[config.mk]
export PLATFORM = sky130hd
export DESIGN_NAME = stack_drain_reader
export DESIGN_NICKNAME = d
export VERILOG_FILES = /design/src/rtl/stack_drain_reader.sv
export SDC_FILE = /design/constraint.sdc
export NUM_CORES = 1
export LEC_CHECK = 0
export ABC_CLOCK_PERIOD_IN_PS = 2400
export CAP_MARGIN = 20
export CORE_MARGIN = 4
export CORE_UTILIZATION = 36
export DETAILED_ROUTE_END_ITERATION = 8
export HOLD_SLACK_MARGIN = 0.06
export PLACE_DENSITY = 0.87
export SYNTH_ARGS = -nofsm -noshare
export SYNTH_HDL_FRONTEND = slang
export SYNTH_SLANG_ARGS = --single-unit
[constraint.sdc]
create_clock -name clk -period 2.4 [get_ports clk]
set_input_delay 0.36 -clock clk [delete_from_list [all_inputs] [get_ports clk]]
set_output_delay 0.36 -clock clk [all_outputs]
set_load 0.05 [all_outputs]
[src/rtl/stack_drain_reader.sv]
// stack_drain_reader: read-side controller for a 12-bit, 8-deep LIFO stack.
// It takes producer pushes while idle. On drain_start it pops every stored
// entry, one pop at a time, and streams the words out newest-first.
// Ports:
//   clk, reset                       clock and asynchronous active-high reset
//   wr_req, wr_data, wr_accept       producer push side
//   drain_start                      single-cycle drain command
//   stk_pushenbl, stk_pushdatain     push enable and push data to the stack
//   stk_popenbl                      pop enable to the stack
//   stk_popdataout, stk_full         pop data and full flag from the stack
//   rd_valid, rd_ready, rd_data,     valid/ready output stream; rd_last marks
//   rd_last                          the oldest (final) word
//   drain_done, busy, count          status outputs
module stack_drain_reader #(
  parameter int DATA_W = 12,
  parameter int DEPTH  = 8,
  parameter int CNT_W  = 4
) (
  input  logic              clk,
  input  logic              reset,
  input  logic              wr_req,
  input  logic [DATA_W-1:0] wr_data,
  output logic              wr_accept,
  input  logic              drain_start,
  output logic              stk_pushenbl,
  output logic              stk_popenbl,
  output logic [DATA_W-1:0] stk_pushdatain,
  input  logic [DATA_W-1:0] stk_popdataout,
  input  logic              stk_full,
  output logic              rd_valid,
  input  logic              rd_ready,
  output logic [DATA_W-1:0] rd_data,
  output logic              rd_last,
  output logic              drain_done,
  output logic              busy,
  output logic [CNT_W-1:0]  count
);
  typedef enum logic [1:0] {IDLE, ISSUE, WAIT, OUT} state_t;
  state_t            r_state, w_next;
  logic [CNT_W-1:0]  r_count;
  logic [DATA_W-1:0] r_rd_data;
  logic              r_rd_valid, r_rd_last, r_drain_done;
  logic              w_idle, w_start, w_empty_start, w_handshake;
  assign w_idle         = r_state == IDLE;
  assign wr_accept      = wr_req & w_idle & (r_count < CNT_W'(DEPTH)) & ~stk_full;
  assign stk_pushenbl   = wr_accept;
  assign stk_pushdatain = wr_data;
  assign stk_popenbl    = r_state == ISSUE;
  // A push in the same cycle as drain_start lands first, so it counts as an entry.
  assign w_start        = w_idle & drain_start & ((r_count != '0) | wr_accept);
  assign w_empty_start  = w_idle & drain_start & (r_count == '0) & ~wr_accept;
  assign w_handshake    = r_rd_valid & rd_ready;
  assign rd_valid       = r_rd_valid;
  assign rd_data        = r_rd_data;
  assign rd_last        = r_rd_last;
  assign drain_done     = r_drain_done;
  assign busy           = ~w_idle;
  assign count          = r_count;
  always_comb begin
    w_next = r_state;
    case (r_state)
      IDLE:    w_next = w_start ? ISSUE : IDLE;
      ISSUE:   w_next = WAIT;
      WAIT:    w_next = OUT;
      OUT:     w_next = w_handshake ? (r_rd_last ? IDLE : ISSUE) : OUT;
      default: w_next = IDLE;
    endcase
  end
  always_ff @(posedge clk or posedge reset) begin
    if (reset) r_state <= IDLE;
    else       r_state <= w_next;
  end
  always_ff @(posedge clk or posedge reset) begin
    if (reset) begin
      r_count      <= '0;
      r_rd_data    <= '0;
      r_rd_valid   <= 1'b0;
      r_rd_last    <= 1'b0;
      r_drain_done <= 1'b0;
    end else begin
      r_drain_done <= w_empty_start | (w_handshake & r_rd_last);
      if (wr_accept)        r_count <= r_count + CNT_W'(1);
      else if (stk_popenbl) r_count <= r_count - CNT_W'(1);
      // Stack data is valid the cycle after the pop. By then count has already
      // been decremented, so zero means this word is the oldest one.
      if (r_state == WAIT) begin
        r_rd_data  <= stk_popdataout;
        r_rd_valid <= 1'b1;
        r_rd_last  <= r_count == '0;
      end else if (w_handshake) begin
        r_rd_valid <= 1'b0;
        r_rd_last  <= 1'b0;
      end
    end
  end
endmodule

==> flow_metrics.env, run 1 <==
export IMPL_cts_root_buf="clkbuf_4"
export IMPL_synth_top_area_share_pct=49.9
export IMPL_finalNetCount=147
export IMPL_rows=19
export IMPL_cts_resized=0
export IMPL_synth_area_per_cell_um2=12.7
export IMPL_grt_first_pass_wirelength_um=3390
export IMPL_die_w_um=62.1
export IMPL_cts_sinks=21
export IMPL_power_density_nw_per_um2=1480
export IMPL_grt_max_degree=22
export IMPL_synth_cells=83
export IMPL_fmax_mhz=470
export IMPL_period_needed_ps=2130
export IMPL_area_delta_synth_final_pct=35.5
export IMPL_cts_setup_buffers=0
export IMPL_grt_total_usage_pct=12.5
export IMPL_vias_per_cell=4.99
export IMPL_cts_tree="built"
export IMPL_critical_path_class="flip-flop to output pin"
export IMPL_maxCapViolations=0
export IMPL_cts_buffers=3
export IMPL_portBuffers=40
export IMPL_drt_iter0_drc=7
export IMPL_worst_skew_pair_late_latency_ps=300
export IMPL_synthesis_nets=116
export IMPL_cp_end_kind="output pin"
export IMPL_grt_overflow=0
export IMPL_h_tree_depth=1
export IMPL_arrival_ps=1770
export IMPL_first_pass_iters=4
export IMPL_setup_ws_ps=273
export IMPL_hpwl_um=1800
export IMPL_routedWlPerCell_um=16.1
export IMPL_vias=718
export IMPL_synth_seq_cells=21
export IMPL_ir_drop_mv=1.02
export IMPL_fp_dieH_um=62.1
export IMPL_gp_congestion=0.709
export IMPL_core_area_um2=2780
export IMPL_cp_max_fo=6
export IMPL_netlist_area_um2=1050
export IMPL_cts_buffer_depth=2
export IMPL_final_cell_area_um2=1430
export IMPL_yosys_warnings=0
export IMPL_drcViolationCount=0
export IMPL_ant_nets=0
export IMPL_fin_setup_tns_ps=0
export IMPL_tightest_slew_ps=794
export IMPL_cp_required_ps=2040
export IMPL_dieArea_um2=3860
export IMPL_fin_skew_ps=6.80
export IMPL_synth_area_top_cells="dfrtp_1 (50%), buf_4 (10%), mux2_4 (10%)"
export IMPL_path_clk_slew_ps=120
export IMPL_io_pins=65
export IMPL_drive_above_1_share_pct=21.2
export IMPL_yosysUniqueCellTypes=24
export IMPL_hold_violations=0
export IMPL_slew_headroom_pct=47.0
export IMPL_drv_slew=0
export IMPL_setup_worst_path_start_class="flip-flop"
export IMPL_initial_core_util_pct=37.9
export IMPL_hold_class="input pin to async pin"
export IMPL_placed_cell_area_um2=1400
export IMPL_ys_seq_area_share_pct=49.9
export IMPL_rsz0062_at_grt="no"
export IMPL_pre_cts_slack_ps=147
export IMPL_antenna_found_initial=0
export IMPL_n_antenna_cell=0
export IMPL_power_leakage_nw=0.613
export IMPL_finalWirelength_um=2320
export IMPL_setup_viol=0
export IMPL_period_share_pct=88.6
export IMPL_grt_pass1_vias=738
export IMPL_yosysTopAreaCell="dfrtp_1"
export IMPL_hold_buffers=0
export IMPL_status="complete, no violations"
## final timing paths
| kind | from | slack, ps | to | depth (start not counted) |
|---|---|---|---|---|
| hold reg to reg | rd_data[8] | 520 | rd_data[8] | 1 |
| max in group asynchronous | reset | 1410 | rd_data[9] | 2 |
| hold / removal | reset | 500 | rd_data[4] | 2 |
| min in group clk | rd_data[8] | 520 | rd_data[8] | 1 |
| setup / recovery | r_state[1] | 270 | busy | 3 |
| setup reg to reg | r_state[1] | 500 | count[3] | 6 |
## Yosys cell counts, drive strengths merged
cell,number
mux2,13
dfrtp,21
a21o,2
xnor2,3
buf,15
a211oi,1
o21bai,1
fa,1
nor2,3
nand3,1
and3,1
nand2,5
ha,2
a32o,1
nor4,1
o21ai,2
a22o,1
a21oi,2
nor3b,1
nor2b,1
inv,5
## where the power goes
part | switching (mW) | internal, mW
sequential | 0.129 | 0.513
combinational | 0.779 | 0.530
clock | 0.104 | 0.0620
total | 1.01 | 1.11
## layout by cell type, fill, tap and decap left out
master	n
clkdlybuf4s50_1	38
dfrtp_1	21
mux2_4	7
mux2_2	6
inv_1	5
nand2_1	5
nor2_1	3
xnor2_1	3
clkbuf_4	3
a21oi_1	2
o21ai_0	2
ha_1	2
buf_12	2
nor2b_1	1
nor4_1	1
a22o_1	1
a21o_1	1
a21o_2	1
nor3b_2	1
o21bai_2	1
a211oi_2	1
and3_1	1
a32o_1	1
nand3_1	1
fa_1	1
clkinv_2	1
buf_4	1
## metal layers
metal | vias to the layer above | GRT usage (%) | wire [um]
met5 | - | 0 | 0
met4 | 0 | 5.45 | 13
met3 | 4 | 2.89 | 228
met2 | 35 | 21.3 | 1220
met1 | 352 | 14.8 | 857
li1 | 327 | - | -
## per-stage QoR
stage                     util (%)  hold slack [ps]  total power, mW  instances
after floorplan                  -              337             1.60         83
after global placement        50.3              488             1.92        140
after detailed placement      50.3              491             1.97        140
after CTS                     51.3              525             2.15        144
after global routing          51.3              540             2.24        144
final                         51.3              499             2.12        144
## worst max-delay path: stages (launching register included)
cell,delay (ps)
dfrtp_1,460
nor2_1,240
inv_1,60
clkdlybuf4s50_1,700
## cell type report
class / count / area [um^2]
repair buffers: 41 / 428
well taps: 31 / 38.8
flip-flops and latches: 21 / 526
fillers: 264 / 1350
inverters: 5 / 18.8
multi-input cells: 42 / 389
clock buffers: 3 / 22.5
clock inverters: 1 / 5.00
## sequential cells by signal, indices dropped and copies added (netlist names)
name,cells
rd_data,12
count,4
r_state,2
drain_done,1
rd_valid,1
rd_last,1
## cell families after synthesis
kind of cell / count (synthesis) / share of synthesized area, %
flops: 21 / 49.9
simple gates: 13 / 6.30
buf+inv: 20 / 13.2
compound gates: 10 / 7.48
fa+ha+maj: 3 / 4.28
xor+xnor: 3 / 2.49
mux: 13 / 16.4
Note: power is estimated with default switching activity, not from simulation.
==> inputs of run 2 (changes only) <==
ABC_CLOCK_PERIOD_IN_PS = 2000   (was 2400)
clock period = 2 ns   (was 2.4 ns; I/O delays follow)
==> flow_metrics.env, run 2 (synthesis results as in run 1) <==
export IMPL_dieArea_um2=3860
export IMPL_period_needed_ps=1910
export IMPL_finalWirelength_um=2290
export IMPL_hold_buffers=0
export IMPL_rows=19
export IMPL_grt_first_pass_wirelength_um=3400
export IMPL_grt_pass1_vias=753
export IMPL_cts_sinks=21
export IMPL_fin_cells=147
export IMPL_gp_congestion=0.716
export IMPL_power_leakage_nw=0.626
export IMPL_worst_skew_pair_late_latency_ps=290
export IMPL_multiInputGateArea_um2=392
export IMPL_seqCellArea_um2=526
export IMPL_cts_buffers=3
export IMPL_placed_cell_area_um2=1430
export IMPL_hold_violations=0
export IMPL_power_density_nw_per_um2=1750
export IMPL_final_cell_area_um2=1470
export IMPL_critical_path_class="flip-flop to output pin"
export IMPL_drt_iter0_drc=1
export IMPL_cp_required_ps=1700
export IMPL_vias=714
export IMPL_largest_reg_flops=12
export IMPL_n_antenna_cell=0
export IMPL_reg2reg_from="count[3]"
export IMPL_drive_above_1_share_pct=25.0
export IMPL_antenna_found_initial=0
export IMPL_die_w_um=62.1
export IMPL_fmax_mhz=524
export IMPL_io_pins=65
export IMPL_ir_drop_mv=1.07
export IMPL_cts_buffer_depth=2
export IMPL_routedWlPerCell_um=15.6
export IMPL_final_cell_mix="clkdlybuf4s50_1 (35), dfrtp_1 (21), mux2_4 (7)"
export IMPL_tightest_slew_ps=522
export IMPL_hpwl_um=1840
export IMPL_area_delta_synth_final_pct=39.2
export IMPL_initial_core_util_pct=37.9
export IMPL_maxCapViolations=0
export IMPL_grt_max_degree=22
export IMPL_h_tree_depth=1
export IMPL_period_share_pct=95.4
export IMPL_ant_nets=0
export IMPL_r2r_cells=6
export IMPL_setup_viol=0
export IMPL_post_place_cells=143
export IMPL_portBuffers=40
export IMPL_path_clk_slew_ps=110
export IMPL_reg2reg_to="count[3]"
export IMPL_cp_end_kind="output pin"
export IMPL_core_area_um2=2780
export IMPL_finalNetCount=150
export IMPL_layout_commonest_cell="clkdlybuf4s50_1"
export IMPL_r2r_slack_ps=180
export IMPL_cts_root_buf="clkbuf_4"
export IMPL_drv_slew=0
export IMPL_first_pass_iters=2
export IMPL_status="complete, no violations"
export IMPL_cts_tree="built"
export IMPL_fin_setup_tns_ps=0
export IMPL_nFillCells=257
export IMPL_vias_per_cell=4.86
export IMPL_grt_overflow=0
export IMPL_rsz0062_at_grt="no"
export IMPL_drcViolationCount=0
export IMPL_grt_total_usage_pct=12.5
export IMPL_fin_skew_ps=4.57
export IMPL_slew_headroom_pct=65.1
export IMPL_cts_setup_buffers=0
export IMPL_setup_worst_path_start_class="flip-flop"
export IMPL_fin_hold_ws_ps=316
export IMPL_hold_class="input pin to async pin"
export IMPL_arrival_ps=1610
export IMPL_cp_max_fo=4
export IMPL_postLayoutCoreUtil_pct=52.7
export IMPL_fp_dieH_um=62.1
## run 2: cell count changes in the layout (fill, tap and decap cells not counted), sizes merged
cell,previous run,this run
clkdlybuf4s50,38,35
clkinv,1,0
clkbuf,3,4
inv,5,4
dlygate4sd2,0,1
clkinvlp,0,1
dlymetal6s2s,0,1
buf,3,7
## run 2: worst max-delay path by stage
stage	startpoint	end	slack, ps	depth (start not counted)
after floorplan	count[3]	wr_accept	20	4
after global placement	wr_req	count[3]	-20	7
after detailed placement	wr_req	count[3]	-110	7
after CTS	count[0]	count[0]	40	1
after global routing	r_state[1]	stk_pushenbl	10	5
final	count[3]	stk_pushenbl	90	5
## run 2: layer usage
metal  up-vias  GRT usage [%]  share of wire, %
met5         -              0                 0
met4         0           5.45              0.57
met3         4           3.10               9.1
met2        33           21.3                54
met1       345           14.8                37
li1        332              -                 -
## run 2: cell type report
type / count / share of cell area (%)
Tap cell: 31 / 2.65
Inverter: 5 / 1.54
Sequential cell: 21 / 35.8
Multi-Input combinational cell: 42 / 26.7
Clock buffer: 4 / 1.79
Timing Repair Buffer: 44 / 31.5
## run 2: critical path, cell delays in order, from the launching register on
cell	delay (ps)
dfrtp_1	440
nor3b_2	240
nand2_1	170
buf_4	190
clkinvlp_4	120
buf_12	150
## run 2: what timing repair did
item | in CTS | in global routing
hold endpoints to repair | 0 | 0
endpoints found under the setup margin | 3 | 1
gates resized for setup | 3 | 1
pin swaps | 0 | 0
## run 2: power breakdown
| part | internal (mW) | total (mW) | switching, mW |
|---|---|---|---|
| registers | 0.616 | 0.773 | 0.157 |
| logic | 0.653 | 1.59 | 0.937 |
| clock network | 0.0776 | 0.200 | 0.122 |
## run 2: through the flow
stage          total power, mW  worst slack (ps)
5_1_grt                   2.71              12.3
2_1_floorplan             1.92              19.2
6_report                  2.56              91.7
3_3_place_gp              2.33             -22.0
4_1_cts                   2.60              36.8
3_5_place_dp              2.39              -111
